**config.mk**
```make
export PLATFORM = sky130hd
export DESIGN_NAME = io_bank_latch
export DESIGN_NICKNAME = d
export VERILOG_FILES = /design/src/rtl/io_bank_latch.sv
export SDC_FILE = /design/constraint.sdc
export NUM_CORES = 1
export LEC_CHECK = 0
export ABC_AREA = 1
export BUFFER_PORTS_ARGS = -buffer_cell sky130_fd_sc_hd__clkbuf_2
export CORE_ASPECT_RATIO = 1.1
export CORE_MARGIN = 2
export CORE_UTILIZATION = 42
export DETAILED_ROUTE_END_ITERATION = 6
export PLACE_DENSITY = 0.75
export SLEW_MARGIN = 20
export SYNTH_ARGS = -nofsm -noshare
export SYNTH_HDL_FRONTEND = slang
export SYNTH_SLANG_ARGS = --single-unit
```
**constraint.sdc**
```tcl
create_clock -name CLK -period 1.6 [get_ports CLK]
set_clock_uncertainty 0.05 [all_clocks]
set_input_delay 0.16 -clock CLK [delete_from_list [all_inputs] [get_ports CLK]]
set_output_delay 0.16 -clock CLK [all_outputs]
set_load 0.01 [all_outputs]
```
**src/rtl/io_bank_latch.sv**
```systemverilog
// Z80 I/O-port bank register: synchronises the bus strobes, glitch-filters OUT writes through a
// small FSM, and exposes the bank number, a sticky lock bit and an IN readback path.
module io_bank_latch #(
  parameter logic [7:0] BANK_PORT   = 8'h70,
  parameter int         BANK_W      = 2,
  parameter int         SYNC_STAGES = 2,
  parameter int         SETTLE      = 2
) (
  input  logic              CLK,
  input  logic              RESET_N,
  input  logic [7:0]        Addr,
  input  logic [7:0]        D,
  input  logic              IORQ_N,
  input  logic              WR_N,
  input  logic              RD_N,
  input  logic              M1_N,
  output logic [BANK_W-1:0] BANK,
  output logic              BANK_LOCK,
  output logic              BANK_STB,
  output logic [7:0]        DOUT,
  output logic              DOUT_OE
);

  localparam int CMAX = (SYNC_STAGES > SETTLE) ? SYNC_STAGES : SETTLE;
  localparam int CW   = $clog2(CMAX + 1);

  typedef enum logic [2:0] {S_BOOT, S_WAIT_END, S_IDLE, S_SETTLE, S_COMMIT} state_e;

  state_e                      state_q, state_d;
  logic [CW-1:0]               cnt_q, cnt_d;
  logic [3:0][SYNC_STAGES-1:0] sync_q;
  logic [3:0]                  strb_in;
  logic [BANK_W-1:0]           bank_q;
  logic                        lock_q, stb_q, oe_q, commit;
  logic                        sIORQ_N, sWR_N, sRD_N, sM1_N;
  logic                        port_hit, wr_act, rd_act;
  logic                        unused_d;

  assign strb_in = {M1_N, RD_N, WR_N, IORQ_N};

  // Idle-high synchronisers; reset to 1 so nothing looks active out of reset.
  always_ff @(posedge CLK or negedge RESET_N) begin
    if (!RESET_N) sync_q <= '1;
    else for (int i = 0; i < 4; i++)
      sync_q[i] <= {sync_q[i][SYNC_STAGES-2:0], strb_in[i]};
  end

  assign sIORQ_N  = sync_q[0][SYNC_STAGES-1];
  assign sWR_N    = sync_q[1][SYNC_STAGES-1];
  assign sRD_N    = sync_q[2][SYNC_STAGES-1];
  assign sM1_N    = sync_q[3][SYNC_STAGES-1];
  assign port_hit = (Addr == BANK_PORT);
  assign wr_act   = !sIORQ_N && !sWR_N && sRD_N && sM1_N && port_hit;
  assign rd_act   = !sIORQ_N && !sRD_N && sWR_N && sM1_N && port_hit;
  assign unused_d = ^D[6:BANK_W];

  always_comb begin
    state_d = state_q;
    cnt_d   = cnt_q;
    commit  = 1'b0;
    case (state_q)
      S_BOOT:
        if (cnt_q == '0) state_d = S_WAIT_END;
        else             cnt_d   = cnt_q - 1'b1;
      // A strobe must be seen released before another write can start.
      S_WAIT_END:
        if (sIORQ_N || sWR_N) state_d = S_IDLE;
      S_IDLE:
        if (wr_act) begin
          state_d = S_SETTLE;
          cnt_d   = CW'(SETTLE - 1);
        end
      S_SETTLE:
        if (!wr_act) state_d = S_IDLE;
        else if (cnt_q == '0) begin
          state_d = S_COMMIT;
          commit  = 1'b1;
        end else cnt_d = cnt_q - 1'b1;
      S_COMMIT: state_d = S_WAIT_END;
      default:  state_d = S_BOOT;
    endcase
  end

  always_ff @(posedge CLK or negedge RESET_N) begin
    if (!RESET_N) begin
      state_q <= S_BOOT;
      cnt_q   <= CW'(SYNC_STAGES - 1);
      bank_q  <= '0;
      lock_q  <= 1'b0;
      stb_q   <= 1'b0;
      oe_q    <= 1'b0;
    end else begin
      state_q <= state_d;
      cnt_q   <= cnt_d;
      stb_q   <= commit && !lock_q;
      oe_q    <= rd_act;
      if (commit && !lock_q) begin
        bank_q <= D[BANK_W-1:0];
        lock_q <= D[7];
      end
    end
  end

  assign BANK      = bank_q;
  assign BANK_LOCK = lock_q;
  assign BANK_STB  = stb_q;
  assign DOUT_OE   = oe_q;
  assign DOUT      = {lock_q, {(7-BANK_W){1'b0}}, bank_q};

endmodule

```
=== Yosys cells after proc, flatten, opt, wreduce, memory -nomap -nowiden ===
Cells that the tools add are included.
Widths: inputs -> output; s select.

* Register bits after elaboration: 18
* Memory bits (read-only): 0
* Memories kept: 0
* Latch bits: 0
* Memory bits (writable): 0
* Bits of input ports: 22
* Output and inout bits: 13

* Equality and inequality tests: 10
* Multiply operators: 0
* Mux-type cells: 13
* Bitwise operators: 0
* Divide/modulo/power cells: 0
* $lt $le $gt $ge: 0
* Add/subtract/negate cells: 1
* Reduce and logical (&&, ||, !) cells: 19
* Shift operators: 0

{| class="wikitable"
|+ Operators by type and width
! kind !! count
|-
| $mux 3 || 5
|-
| $pmux 3 s5 || 1
|-
| $logic_and 1x1->1 || 9
|-
| $eq 8x7->1 const B || 1
|-
| $ne 2x2->1 const B || 4
|-
| $eq 3x2->1 const B || 2
|-
| $mux 2 || 3
|-
| $pmux 2 s3 || 1
|-
| $logic_not 1->1 || 4
|-
| $reduce_and 4->1 || 1
|-
| $eq 3x1->1 const B || 1
|-
| $eq 3x3->1 const B || 1
|-
| $logic_not 3->1 || 1
|-
| $mux 1 || 3
|-
| $ne 3x3->1 const B || 1
|-
| $reduce_and 3->1 || 1
|-
| $reduce_bool 3->1 || 1
|-
| $logic_not 2->1 || 1
|-
| $sub 2x1->2 const B || 1
|-
| $logic_or 1x1->1 || 1
|}

=== Logic depth before layout (Yosys ltp) ===
* Word-level depth: 8
* Gate-level depth with buffers: 10

=== Worst setup path before layout ===
No wires, ideal clock.

* Path kind: register to register
* Start point: register cnt_q[0]
* End point: register cnt_q[1]
* Stages on the path, launching flop included: 9
* Data arrival time: 1.343 ns
* Setup slack: 0.089 ns
* Buffers on the path: 0
* Cells stage by stage: dfstp_2 inv_1 ha_1 inv_1 a21oi_1 nor3_1 nand2_1 nand2_1 nand2_1

* Word-level cells in the longest chain between the ends: 4

{| class="wikitable"
|+ Ends and longest elaborated chain
! element !! line !! text
|-
| start: declaration || 30 || <nowiki>logic [CW-1:0] cnt_q, cnt_d;</nowiki>
|-
| start signal: assignment || 87 || <nowiki>cnt_q <= CW'(SYNC_STAGES - 1);</nowiki>
|-
| start signal: assignment || 94 || <nowiki>cnt_q <= cnt_d;</nowiki>
|-
| $sub 2x1->2 or $logic_not 2->1 (tied branches) || -- ||
|-
| $mux 2 * || 63, 75 ||
|-
| $mux 2 || 74 || <nowiki>if (!wr_act) state_d = S_IDLE;</nowiki>
|-
| $pmux 2 s3 * || 61 || <nowiki>case (state_q)</nowiki>
|}

Mark *: on every way between the ends. The rest lies on a longest branch, timed or not. The select of a mux whose other input is x is not followed.
A chain may end at the register's enable or synchronous reset.

=== Final worst setup path ===
Same ends and word-level chain as after synthesis.

==> metrics <==
Layout area overhead 26.9%; fin crit period about 1.5 ns; Tot Pwr about 1.3 mW; Final GP Congestion roughly 0.71; Final #Nets 156; clk_lat worst skew between 0.2 and 0.3 ns; total number of vias 720; H-tree Lvls 1; total placed cells including tap cells approximately 150; Root Driver clkbuf_4; LEAKAGE 0.592 nW; Initial Utilization between 40% and 50%; first-pass GRT wire length approximately 2600 um; setup TNS 0 ns; buffer depth of the longest clock path 2; Cell Rows 17; startpoint class of the critical path flop; fin. max-slew vios 0; final hold vios 0; GRT overflow 0; DRT Wirelength around 1600 um; violation count after the first detailed-route iteration 6; clock-pin slew on the worst setup and hold paths around 0.10 ns; final worst path period share 93.4%; Worst Hold Class primary input to flop; core box area a little under 2000 um^2; Synth Register Bits 18; worst path required time roughly 1.8 ns; Synth warnings 0; total CTS buffers 3; Worst VDD drop around 0.72 mV; mapped cell area about 870 um^2; ranking of synthesized cells by area dfstp_2 27%, dfrtp_1 26%, nand2_1 9.5%; drt pass-1 iters 6; WL/cell 9.72 um; DIE AREA 2450 um^2; ANT nets after route 0; layout cells sized above 1 approximately two fifths; largest net degree at the start of global routing 19; DR vias/cell 4.50; FMAX between 600 and 700 MHz; Yosys top cell area share between 20% and 30%; fin cells 160; critical path capture point type flop; Die Wd between 40 and 50 um; Antenna diodes 0; initial antenna violation count 0; DRC viols 0; RSZ-0062 raised after global routing no; CTS tree done; Synth area leader dfstp_2; Post-Synthesis Cells between 90 and 100; post-synthesis sequential area ratio a little over half; Syn Area/Cell slightly below 9 um^2; fill cell count 170; CP arrival between 1.5 and 2 ns; worst hold margin 0.0218 ns; status finished clean; number of global-route vias before repair around 660; Max-Cap Viols 0; worst-path fanout max 2; Sink Count 18; power per cell area 1160 nW/um^2; Reg area approximately 460 um^2; Die Y 51.7 um; post-synthesis cell type count 20; port buffer count 24; gr usage total 15.5%; I/O pin count 35; hpwl dp 1170 um; area of the multi-input gates 310 um^2; Setup Crit Path Kind flop to flop; Final Setup Violations 0
-- flip-flops by register name, summed over array words and instances, names as in the netlist --
signal,cells
sync_q,4
sM1_N,1
state_q,3
sWR_N,1
cnt_q,2
sIORQ_N,1
BANK_LOCK,1
DOUT_OE,1
BANK_STB,1
sRD_N,1
BANK,2
-- routing by layer --
| metal | up-vias | share of wire [%] | track usage [%] |
|---|---|---|---|
| met5 | - | 0 | 0 |
| met4 | 0 | 1.7 | 8.33 |
| met3 | 4 | 4.9 | 3.13 |
| met2 | 22 | 57 | 27.3 |
| met1 | 332 | 37 | 16.6 |
| li1 | 362 | - | - |
-- power by group --
group / internal [mW] / switching [mW] / leakage [nW]
sequential: 0.519 / 0.0395 / 0.207
clock: 0.139 / 0.135 / 0.0210
combinational: 0.199 / 0.251 / 0.364
total: 0.857 / 0.425 / 0.592
-- placed cells by master, fill, tap and decap left out, drive strengths merged --
cell,count
o21ai,4
dlygate4sd3,5
nor2,11
inv,16
and2b,1
clkbuf,28
nand3,5
dfstp,9
buf,4
nor3,3
ha,1
conb,5
a21oi,2
nand2,24
dfrtp,9
nand4,5
-- final cells by class --
cell class	count	area share [%]
Timing Repair Buffer	33	18.1
Sequential cell	18	41.8
Inverter	16	5.44
Multi-Input combinational cell	61	28.1
Tap cell	28	3.17
Clock buffer	4	3.29
-- cells in the mapped netlist, drive strengths merged --
library cell and number:
a21oi 2, and2b 1, buf 8, conb 1, dfrtp 9, dfstp 9, ha 1, inv 16
nand2 24, nand3 5, nand4 5, nor2 11, nor3 3, o21ai 4
-- critical path: stages, from the launching register on --
cell and delay [ns]:
dfstp_2 0.55, inv_1 0.04, ha_2 0.17, inv_2 0.06
a21oi_1 0.04, nor3_2 0.20, buf_4 0.15, nand4_1 0.09
nand2_1 0.10
-- final timing paths --
kind                            cells past startpoint   endpoint      start  slack, ns
worst max register to register                      8   cnt_q[1]   cnt_q[0]       0.11
min in group asynchronous                           2    BANK[0]    RESET_N       0.27
worst min register to register                      0      sM1_N  sync_q[6]       0.31
worst min-delay path                                3  BANK_LOCK       D[7]       0.02
max in group asynchronous                           2      sRD_N    RESET_N       0.90
worst max-delay path                                8   cnt_q[1]   cnt_q[0]       0.11
-- cells by family (layout without fill, tap and decap cells) --
group           after synthesis  in the layout  synth area share (%)
simple gates                 49             49                  27.3
buf+inv                      24             53                  13.8
flops                        18             18                  53.1
compound gates                6              6                  3.88
fa+ha+maj                     1              1                  1.44
other cells                   1              5                 0.431
-- per-stage QoR --
| step | setup WS, ns | util, % | instance area, um^2 |
|---|---|---|---|
| floorplan | 0.0888 | - | 885 |
| global placement | 0.0505 | 49.9 | 987 |
| global route | 0.000117 | 55.8 | 1100 |
| detailed placement | 0.0139 | 49.9 | 987 |
| CTS | 0.0848 | 54.5 | 1080 |
| finish | 0.105 | 55.8 | 1100 |
-- repair_timing --
item,4_1_cts,5_1_grt
setup endpoints to repair,1,2
pin swaps,0,3
buffers inserted,0,3
resized for setup,1,2
hold buffers,5,0
endpoints found under the hold margin,13,0
(Power assumes the default switching activity.)
